[config.mk]
export PLATFORM = sky130hd
export DESIGN_NAME = uartrx_addrmap
export DESIGN_NICKNAME = d
export VERILOG_FILES = /design/src/rtl/uartrx_pkg.sv /design/src/rtl/uartrx_fifo.sv /design/src/rtl/uartrx_addrmap.sv
export SDC_FILE = /design/constraint.sdc
export NUM_CORES = 1
export LEC_CHECK = 0
export ABC_AREA = 1
export CAP_MARGIN = 25
export CORE_ASPECT_RATIO = 1.75
export CORE_MARGIN = 4
export CORE_UTILIZATION = 41
export DETAILED_ROUTE_END_ITERATION = 10
export PLACE_DENSITY = 0.87
export SETUP_SLACK_MARGIN = 0.3
export SYNTH_ARGS = -nofsm -noshare
export SYNTH_HDL_FRONTEND = slang
export SYNTH_SLANG_ARGS = --single-unit
[constraint.sdc]
create_clock -name clk -period 1.45 [get_ports clk]
set_input_delay 0.145 -clock clk [delete_from_list [all_inputs] [get_ports clk]]
set_output_delay 0.145 -clock clk [all_outputs]
set_load 0.005 [all_outputs]
[src/rtl/uartrx_pkg.sv]
// Shared definitions for the UART RX address map: CSR word indices,
// register bit positions and the control register layout.
package uartrx_pkg;

  localparam logic [3:0] CSR0_CONTROL = 4'h0;
  localparam logic [3:0] CSR1_RXDATA  = 4'h1;
  localparam logic [3:0] CSR2_STATUS  = 4'h2;

  localparam int CTRL_RX_EN_BIT  = 0;
  localparam int CTRL_RX_RST_BIT = 1;
  localparam int CTRL_IRQ_EN_BIT = 2;

  localparam int STAT_AVAIL_BIT    = 0;
  localparam int STAT_FULL_BIT     = 1;
  localparam int STAT_OVF_BIT      = 2;
  localparam int STAT_RX_STATE_BIT = 8;
  localparam int STAT_FILL_LSB     = 16;

  typedef struct packed {
    logic irq_en;
    logic rx_rst;
    logic rx_en;
  } ctrl_t;

endpackage

[src/rtl/uartrx_fifo.sv]
// Small synchronous byte FIFO with synchronous flush; pop and push may
// happen on the same edge, so a full FIFO can still take a byte if it pops.
module uartrx_fifo #(
  parameter int DEPTH = 4
) (
  input  logic                       clk,
  input  logic                       rstn,
  input  logic                       flush,
  input  logic                       push,
  input  logic [7:0]                 push_data,
  input  logic                       pop,
  output logic [7:0]                 head,
  output logic [$clog2(DEPTH):0]     count,
  output logic                       full,
  output logic                       empty
);

  localparam int PW = $clog2(DEPTH);
  localparam int CW = PW + 1;

  logic [7:0]    mem [DEPTH];
  logic [PW-1:0] rd_ptr;
  logic [PW-1:0] wr_ptr;
  logic          do_pop;
  logic          do_push;

  assign full    = (count == CW'(DEPTH));
  assign empty   = (count == '0);
  assign head    = mem[rd_ptr];
  assign do_pop  = pop & ~empty & ~flush;
  assign do_push = push & ~flush & (~full | do_pop);

  // Flush wins over everything so the FIFO stays empty while it is held.
  always_ff @(posedge clk) begin
    if (!rstn || flush) begin
      rd_ptr <= '0;
      wr_ptr <= '0;
      count  <= '0;
    end else begin
      if (do_pop)  rd_ptr <= rd_ptr + PW'(1);
      if (do_push) wr_ptr <= wr_ptr + PW'(1);
      case ({do_push, do_pop})
        2'b10:   count <= count + CW'(1);
        2'b01:   count <= count - CW'(1);
        default: count <= count;
      endcase
    end
  end

  always_ff @(posedge clk) begin
    if (do_push) mem[wr_ptr] <= push_data;
  end

endmodule

[src/rtl/uartrx_addrmap.sv]
// CSR block for the UART RX side: control, pop-on-read data and status.
// Optional interrupt output is enabled by defining UARTRX_IRQ_EN.
module uartrx_addrmap
  import uartrx_pkg::*;
#(
  parameter int FIFO_DEPTH = 4
) (
  input  logic        clk,
  input  logic        rstn,
  input  logic        i_en,
  input  logic        i_wen,
  input  logic [3:0]  i_byteen,
  input  logic [5:0]  i_addr,
  input  logic [31:0] i_data,
  output logic [31:0] o_data,
  output logic        o_rx_en,
  output logic        o_rx_rst,
  input  logic [7:0]  i_rx_data,
  input  logic        i_rx_data_valid,
  output logic        o_rx_data_ready,
  input  logic        i_rx_state
`ifdef UARTRX_IRQ_EN
  ,
  output logic        o_irq
`endif
);

  localparam int CW = $clog2(FIFO_DEPTH) + 1;

  ctrl_t          ctrl_q;
  logic           overflow_q;
  logic [3:0]     word;
  logic           rd_en;
  logic           wr_en;
  logic           pop;
  logic           ovf_set;
  logic           ovf_clr;
  logic [7:0]     fifo_head;
  logic [CW-1:0]  fifo_count;
  logic           fifo_full;
  logic           fifo_empty;
  logic [4:0]     count_ext;
  logic [3:0]     fill;
  logic [31:0]    rd_mux;
  logic           unused_bits;

  assign word  = i_addr[5:2];
  assign rd_en = i_en & ~i_wen;
  assign wr_en = i_en & i_wen;
  assign pop   = rd_en & (word == CSR1_RXDATA);

  assign unused_bits = ^{i_byteen[3:1], i_addr[1:0], i_data[31:3]};

  uartrx_fifo #(.DEPTH(FIFO_DEPTH)) u_fifo (
    .clk       (clk),
    .rstn      (rstn),
    .flush     (ctrl_q.rx_rst),
    .push      (i_rx_data_valid),
    .push_data (i_rx_data),
    .pop       (pop),
    .head      (fifo_head),
    .count     (fifo_count),
    .full      (fifo_full),
    .empty     (fifo_empty)
  );

  always_ff @(posedge clk) begin
    if (!rstn) begin
      ctrl_q <= '0;
    end else if (wr_en && word == CSR0_CONTROL && i_byteen[0]) begin
      ctrl_q.rx_en  <= i_data[CTRL_RX_EN_BIT];
      ctrl_q.rx_rst <= i_data[CTRL_RX_RST_BIT];
`ifdef UARTRX_IRQ_EN
      ctrl_q.irq_en <= i_data[CTRL_IRQ_EN_BIT];
`else
      ctrl_q.irq_en <= 1'b0;
`endif
    end
  end

  // A full FIFO only drops a byte when no pop frees a slot on that edge.
  assign ovf_set = i_rx_data_valid & fifo_full & ~pop;
  assign ovf_clr = wr_en & (word == CSR2_STATUS) & i_byteen[0] & i_data[STAT_OVF_BIT];

  always_ff @(posedge clk) begin
    if (!rstn || ctrl_q.rx_rst) overflow_q <= 1'b0;
    else if (ovf_set)           overflow_q <= 1'b1;
    else if (ovf_clr)           overflow_q <= 1'b0;
  end

  // Fill field is 4 bits wide; a full 16-deep FIFO reports 15.
  assign count_ext = 5'(fifo_count);
  assign fill      = count_ext[4] ? 4'hF : count_ext[3:0];

  always_comb begin
    rd_mux = '0;
    case (word)
      CSR0_CONTROL: begin
        rd_mux[CTRL_RX_EN_BIT]  = ctrl_q.rx_en;
        rd_mux[CTRL_RX_RST_BIT] = ctrl_q.rx_rst;
        rd_mux[CTRL_IRQ_EN_BIT] = ctrl_q.irq_en;
      end
      CSR1_RXDATA: begin
        if (!fifo_empty) rd_mux[7:0] = fifo_head;
      end
      CSR2_STATUS: begin
        rd_mux[STAT_AVAIL_BIT]        = ~fifo_empty;
        rd_mux[STAT_FULL_BIT]         = fifo_full;
        rd_mux[STAT_OVF_BIT]          = overflow_q;
        rd_mux[STAT_RX_STATE_BIT]     = i_rx_state;
        rd_mux[STAT_FILL_LSB +: 4]    = fill;
      end
      default: rd_mux = '0;
    endcase
  end

  always_ff @(posedge clk) begin
    if (!rstn)      o_data <= '0;
    else if (rd_en) o_data <= rd_mux;
  end

  assign o_rx_en         = ctrl_q.rx_en;
  assign o_rx_rst        = ctrl_q.rx_rst;
  assign o_rx_data_ready = ~fifo_full;

`ifdef UARTRX_IRQ_EN
  always_ff @(posedge clk) begin
    if (!rstn) o_irq <= 1'b0;
    else       o_irq <= ctrl_q.irq_en & (~fifo_empty | overflow_q);
  end
`endif

endmodule
==> metrics.txt <==
# TYPE chip_impl_metric gauge
chip_impl_metric{name="power.switching",unit="mW"} 0.823
chip_impl_metric{name="number_of_instances_on_the_worst_hold_path",unit=""} 3
chip_impl_metric{name="die_width",unit="um"} 68.3
chip_impl_metric{name="final_min_period_over_clock_period",unit="%"} 107
chip_impl_metric{name="hpwl",unit="um"} 4480
chip_impl_metric{name="finalSetupViolations",unit=""} 33
chip_impl_metric{name="p_per_area",unit="mW/mm^2"} 844
chip_impl_metric{name="via_count",unit=""} 2126
chip_impl_metric{name="worst_path_largest_cell_delay",unit="ns"} 0.35
chip_impl_metric{name="worst_reg_to_reg_setup_slack",unit="ns"} -0.1
chip_impl_metric{name="power_report.internal_total",unit="mW"} 2.28
chip_impl_metric{name="final_cell_count_no_fill",unit=""} 428
chip_impl_info{name="grt-busiest-layer",value="met2"} 1
chip_impl_metric{name="final-hold-violation-count",unit=""} 0
chip_impl_metric{name="groute.usage.overall",unit="%"} 16.7
chip_impl_info{name="critical-path-slowest-cell",value="dfxtp_2"} 1
chip_impl_metric{name="worst_setup_hold_path_clk_slew",unit="ns"} 0.10
chip_impl_info{name="crit_chain",value="inv_4 > nor3_4 > buf_6 > nand2_4 > nand2_4 > nor2_4 > clkinv_4 > nor2_4 > buf_6"} 1
chip_impl_metric{name="ctsHtreeMaxLevel",unit=""} 2
chip_impl_metric{name="crit_buf_inv",unit=""} 4
chip_impl_metric{name="power.switching_fraction",unit="%"} 26.5
chip_impl_metric{name="yosysSeqAreaShare",unit="%"} 55.3
chip_impl_metric{name="antenna_violation_net_count_after_detailed_routing",unit=""} 0
chip_impl_metric{name="fp.coreArea",unit="mm^2"} 0.00618
chip_impl_metric{name="n_antenna_cell",unit=""} 0
chip_impl_metric{name="grt.met2_usage",unit="%"} 30.5
chip_impl_metric{name="post_route_design_area",unit="mm^2"} 0.00368
chip_impl_metric{name="port_buffers",unit=""} 36
chip_impl_info{name="timing.rr.start",value="u_fifo.count[2]"} 1
chip_impl_metric{name="count_of_hold_fix_buffers_inserted_at_cts",unit=""} 0
chip_impl_metric{name="fp.dieArea",unit="mm^2"} 0.00775
chip_impl_info{name="outcome",value="finished, violations left"} 1
chip_impl_info{name="criticalPathCategory",value="reg -> reg"} 1
chip_impl_metric{name="netlist.area_leader.share",unit="%"} 36.8
chip_impl_info{name="critical_path.reg2reg.endpoint",value="u_fifo.mem[3][6]"} 1
chip_impl_metric{name="clk-insertion-delay-late",unit="ns"} 0.33
chip_impl_metric{name="worstRegToRegCells",unit=""} 9
chip_impl_metric{name="wl_per_cell",unit="um"} 15.6
chip_impl_metric{name="finalWirelength",unit="um"} 6680
chip_impl_info{name="category_of_the_worst_setup_path_capture_point",value="flip-flop"} 1
chip_impl_metric{name="numCtsBuffers",unit=""} 5
chip_impl_info{name="cts_root_buffer",value="clkbuf_8"} 1
chip_impl_metric{name="finalWorstSetupSlack",unit="ns"} -0.0976
chip_impl_metric{name="grt-ovfl-total",unit=""} 0
chip_impl_metric{name="drt-pass1-iter-count",unit=""} 4
chip_impl_metric{name="initial_core_utilization",unit="%"} 42.2
chip_impl_metric{name="top_level_ports",unit=""} 91
chip_impl_metric{name="first_global_vias",unit=""} 2060
chip_impl_metric{name="holdWs",unit="ns"} 0.380
chip_impl_metric{name="detailed_place.area",unit="mm^2"} 0.00321
chip_impl_metric{name="finalNetCount",unit=""} 408
chip_impl_metric{name="power.clock.fraction",unit="%"} 28.4
chip_impl_metric{name="final_layout_size_suffix_gt1_share",unit="%"} 37.9
chip_impl_metric{name="dr.first_iter.drc_count",unit=""} 162
chip_impl_metric{name="synth_seq_cells",unit=""} 56
chip_impl_metric{name="grtUsageMet3",unit="%"} 3.94
chip_impl_info{name="biggest_area_contributors_in_the_synthesized_netlist",value="edfxtp_1, dfxtp_1, buf_4"} 1
chip_impl_metric{name="vdd_ir_drop_max",unit="V"} 0.000651
chip_impl_metric{name="clock.fmax",unit="GHz"} 0.646
chip_impl_metric{name="clock_sinks",unit=""} 56
chip_impl_info{name="synth_top_cell_by_area",value="edfxtp_1"} 1
chip_impl_metric{name="synth-warning-count",unit=""} 0
chip_impl_info{name="whs_endpoint",value="o_data[8]"} 1
chip_impl_info{name="grt_setup_unrepaired",value="yes"} 1
chip_impl_info{name="critPathLaunchType",value="flip-flop"} 1
chip_impl_info{name="holdCritStartpoint",value="i_rx_state"} 1
chip_impl_metric{name="grt_antenna_before_repair",unit=""} 0
chip_impl_metric{name="grt.met1_usage",unit="%"} 16.3
chip_impl_info{name="failed_checks",value="setup timing"} 1
chip_impl_metric{name="cp_data_required_time",unit="ns"} 1.49
chip_impl_info{name="min-delay-path-class",value="in -> reg"} 1
chip_impl_metric{name="remaining_drc_errors",unit=""} 0
chip_impl_metric{name="leakagePower",unit="nW"} 1.49
chip_impl_metric{name="drt-vias-per-instance",unit=""} 4.97
chip_impl_metric{name="syn-mean-instance-area",unit="um^2"} 9.84
chip_impl_metric{name="finalMaxSlewViolations",unit=""} 0
chip_impl_metric{name="post_synth_num_cell_types",unit=""} 27
chip_impl_metric{name="fraction_of_power_consumed_by_combinational_cells",unit="%"} 14.8
chip_impl_metric{name="post_synthesis_instance_total",unit=""} 265
chip_impl_metric{name="area_of_the_mapped_netlist",unit="mm^2"} 0.00261
chip_impl_metric{name="p_seq_share",unit="%"} 56.8
chip_impl_info{name="cp_top_family",value="buffers and inverters"} 1
chip_impl_metric{name="grt_max_degree",unit=""} 19
chip_impl_metric{name="clockBufferDepth",unit=""} 2
chip_impl_metric{name="grt_first_pass_wirelength",unit="um"} 9520
chip_impl_metric{name="fin_crit",unit="ns"} 1.55
chip_impl_metric{name="globalplace.congestion",unit=""} 0.832
chip_impl_metric{name="die_height",unit="um"} 114
chip_impl_metric{name="place_inst",unit=""} 408
chip_impl_info{name="tritoncts",value="done"} 1
chip_impl_metric{name="growth_of_design_area_from_synthesis_to_finish",unit="%"} 41.2
chip_impl_metric{name="number_of_rows_in_the_core_area",unit=""} 38
chip_impl_metric{name="cp.arrival",unit="ns"} 1.59
chip_impl_metric{name="path_max_fanout",unit=""} 8
chip_impl_metric{name="drv_cap",unit=""} 0
chip_impl_metric{name="timing.clock.skew",unit="ns"} 0.0109
[per-stage QoR]
stage | setup WS [ns] | TNS, ns | util [%] | total power [mW]
5_1_grt | -0.144 | -3.81 | 59.6 | 3.22
2_1_floorplan | -0.0255 | -0.788 | - | 2.01
3_5_place_dp | -0.544 | -19.90 | 52.0 | 2.18
4_1_cts | -0.0265 | -0.408 | 56.1 | 3.07
6_report | -0.0976 | -2.05 | 59.6 | 3.11
3_3_place_gp | -0.497 | -17.12 | 52.0 | 2.15
[cell usage in the layout (no fill, tap or decap), drive strengths merged]
cell type and n:
buf 46, nand3 13, fa 1, and3 1
dlygate4sd2 19, nand4 3, o22ai 6, ha 4
edfxtp 32, nand2 40, clkinv 2, dfxtp 24
clkbuf 5, clkinvlp 1, conb 20, o21ai 27
inv 29, nor3 1, a21oi 25, clkdlybuf4s50 15
nor2 34
[cell families (layout without fill, tap and decap cells)]
logic type / Yosys count / after routing / synth area share (%)
AND/OR/NAND/NOR: 92 / 92 / 19.5
flip-flops: 56 / 56 / 55.3
other: 1 / 20 / 0.144
adder cells (fa/ha/maj): 5 / 5 / 2.69
AO/OA/AOI/OAI: 58 / 58 / 11.6
buffers and inverters: 53 / 117 / 10.9
[routing by layer]
layer  up-vias  part of all wire [%]
li1       1010                     -
met3        18                   4.2
met2        63                    56
met4         0                   3.5
met1      1035                    36
met5         -                     0
[how the worst max path moves through the flow]
| stage | from | end | slack, ns | cells after the start |
|---|---|---|---|---|
| CTS | u_fifo.count[2] | u_fifo.mem[1][6] | -0.03 | 9 |
| global route | u_fifo.count[2] | u_fifo.mem[3][6] | -0.14 | 9 |
| global placement | i_addr[2] | u_fifo.count[2] | -0.50 | 12 |
| detailed placement | i_wen | u_fifo.mem[3][4] | -0.54 | 10 |
| finish | u_fifo.count[2] | u_fifo.mem[3][6] | -0.1 | 9 |
| floorplan | u_fifo.count[1] | u_fifo.count[2] | -0.03 | 8 |
[tightest hold or removal path: cells and delay by family]
family	cells	cell delay (ns)
buffers and inverters	1	0.40
AOI/OAI and AO/OA	1	0.06
and+or+nand+nor	1	0.07
[what timing repair did]
action / 4_1_cts / 5_1_grt
buffers inserted: 6 / 6
gates resized for setup: 81 / 47
setup endpoints to repair: 66 / 52
pin swaps: 14 / 17
[sequential cells by signal, summed over array words and instances (netlist names), named ones only]
name,count
u_fifo.count,3
overflow_q,1
o_rx_rst,1
u_fifo.rd_ptr,2
u_fifo.mem,32
o_data,12
u_fifo.wr_ptr,2
o_rx_en,1
[cell type report]
| class | instances | area (um^2) |
|---|---|---|
| fill | 478 | 2500 |
| sequential | 56 | 1470 |
| tap | 80 | 100 |
| timing repair buffer | 80 | 741 |
| inverter | 29 | 139 |
| multi-input combinational | 175 | 1150 |
| clock inverter | 3 | 21.3 |
| clock buffer | 5 | 68.8 |
[cell usage after synthesis (all sizes together)]
master / n
dfxtp: 24
edfxtp: 32
nand2: 40
conb: 1
o21ai: 27
nor3: 1
buf: 24
a21oi: 25
nand4: 3
inv: 29
and3: 1
nand3: 13
fa: 1
o22ai: 6
nor2: 34
ha: 4
[power groups by stage]
| stage | clock, mW | combinational, mW | sequential [mW] |
|---|---|---|---|
| after floorplan | 0 | 0.212 | 1.80 |
| after global placement | 0 | 0.357 | 1.80 |
| after detailed placement | 0 | 0.376 | 1.80 |
| after CTS | 0.896 | 0.406 | 1.77 |
| after global routing | 0.954 | 0.496 | 1.77 |
| final | 0.881 | 0.460 | 1.77 |
No activity file was read; power rests on OpenSTA's default activity.
==> variant, RTL diff (same settings) <==
The option `UARTRX_IRQ_EN` is turned on by a define.
--- a/src/rtl/uartrx_addrmap.sv
+++ b/src/rtl/uartrx_addrmap.sv
@@ -1,5 +1,7 @@
 // CSR block for the UART RX side: control, pop-on-read data and status.
 // Optional interrupt output is enabled by defining UARTRX_IRQ_EN.
+`define UARTRX_IRQ_EN
+
 module uartrx_addrmap
   import uartrx_pkg::*;
 #(
Function (old outputs only; new: o_irq): changed (Yosys sat finds a counterexample within 4 cycles, from zero or initial values and one cycle with rstn low).
==> variant against the original RTL <==
- the flow still finishes with violations (setup timing)
- setup slack got worse by 0.076 ns
- sequential cell count increased by 2
- count of clock-buffer cells in the layout increased by 4
- non-clock buffer count increased by 4
- via count increased by 4.8%
- area after synthesis decreased by 0.62%
- wire length decreased by 1.1%
- sequential power increased by 4%
- clock power increased by 54%
- design area about the same
- core utilization about the same
- combinational power decreased by 4.8%
- total power increased by 17%
- largest power group unchanged
==> variant: results (changes against the original RTL) <==
Placed design
  • DP HPWL: 4400 µm (-1.6%)
  • RD Place Congestion: 0.916 (+10%)
  • I/O Buffers: 37 (+2.8%)
  • Post-Place Cells: 414 (+1.5%)

Synthesis
  • Synth Instances: 274 (+3.4%)
  • Post-synthesis cell type count: 29 (+7.4%)
  • Leading post-synthesis cells by cell area: edfxtp_1 (37%), dfxtp_1 (20%), buf_4 (5.8%), nand2_1 (5.8%), nor2_1 (5.1%)
  • Post-synth top cells: nand2_1 (40), nor2_1 (35), edfxtp_1 (32), inv_1 (28)

Detailed routing
  • Initial detailed-routing violation count: 167 (+3.1%)
  • Vias per inst: 4.98 (+0.34%)
  • DRT Wirelength: 6610 µm (-1.1%)

Hold path
  • HP Start: i_addr[4]
  • Hold path endpoint: ctrl_q[2]$_SDFFE_PN0P_

STA
  • Setup TNS: -0.433 ns (+1.62 ns)
  • Setup violations, final: 26 (-21%)
  • Worst Slack Setup Final: -0.174 ns (-0.0759 ns)

Layout
  • Clock buffers and inverters, area share: 4.96% (+2.5 points)
  • # nets final: 424 (+3.9%)
  • Storage cell area: 0.00149 mm² (+1.9%)
  • Multi-input comb cells: 181 (+3.4%)

Status
  • Failing checks: setup timing
  • Status: finished, violations left

Global route
  • Pin count of the biggest net entering global routing: 18 (-1)
  • Met1 Use GR: 15.2% (-1.1 points)

Clocking
  • Clock-pin slew on the worst setup and hold paths: 0.06 ns (-0.04 ns)
  • H-tree Lvls: 3 (+1)
  • Clk sink count: 58 (+3.6%)

Setup path
  • Worst path arrival time: 1.84 ns (+0.25 ns)
  • Worst Setup EP: u_fifo.count[2]$_SDFFE_PP0P_
  • Crit. Startpoint: u_fifo.count[1]$_SDFFE_PP0P_

Power and ir drop
  • Max VDD drop: 0.542 mV (-17%)
==> variant: power groups by stage <==
stage                     Sequential [W]  Combinational (W)  Clock (W)
final                            0.00184           0.000438    0.00136
after global routing             0.00184           0.000483    0.00147
after CTS                        0.00184           0.000401    0.00140
after detailed placement         0.00187           0.000381          0
after global placement           0.00187           0.000367          0
after floorplan                  0.00186           0.000227          0
==> variant: worst max-delay path, cell delays in order (launching register included) <==
cell	delay [ns]
dfxtp_2	0.35
inv_4	0.05
nand3_4	0.09
nand3_4	0.09
clkinv_4	0.06
nand2_4	0.04
fa_2	0.36
inv_2	0.06
nand4_1	0.12
a21oi_1	0.20
nor2_2	0.08
==> variant: kinds of logic after synthesis <==
logic type / count (synthesis) / share of synthesized area (%)
AOI/OAI and AO/OA: 60 / 12.5
adders and majority gates: 5 / 2.70
buffers and inverters: 54 / 11.1
DFF: 58 / 57.1
other: 1 / 0.145
and+or+nand+nor: 96 / 16.5
==> variant: per-stage QoR <==
step	hold WS, ns	setup slack, ns	total power, W	utilization (%)
after global placement	0.448	-0.405	0.00223	52.6
after global routing	0.422	-0.215	0.00379	59.6
final	0.384	-0.174	0.00363	59.6
after floorplan	0.244	-0.0803	0.00209	-
after detailed placement	0.461	-0.504	0.00225	52.6
after CTS	0.346	-0.0385	0.00363	57.5
==> variant: what timing repair did <==
action	4_1_cts	5_1_grt
endpoints found under the setup margin	65	51
pin swaps	6	10
gates cloned	0	1
buffers inserted	10	7
resized for setup	47	29
==> variant: per-layer routing <==
| metal | vias up | part of all wire (%) | wire length (µm) |
|---|---|---|---|
| met5 | - | 0 | 0 |
| met4 | 0 | 6.0 | 397 |
| met1 | 1049 | 34 | 2230 |
| li1 | 1055 | - | - |
| met2 | 92 | 55 | 3610 |
| met3 | 32 | 5.5 | 364 |
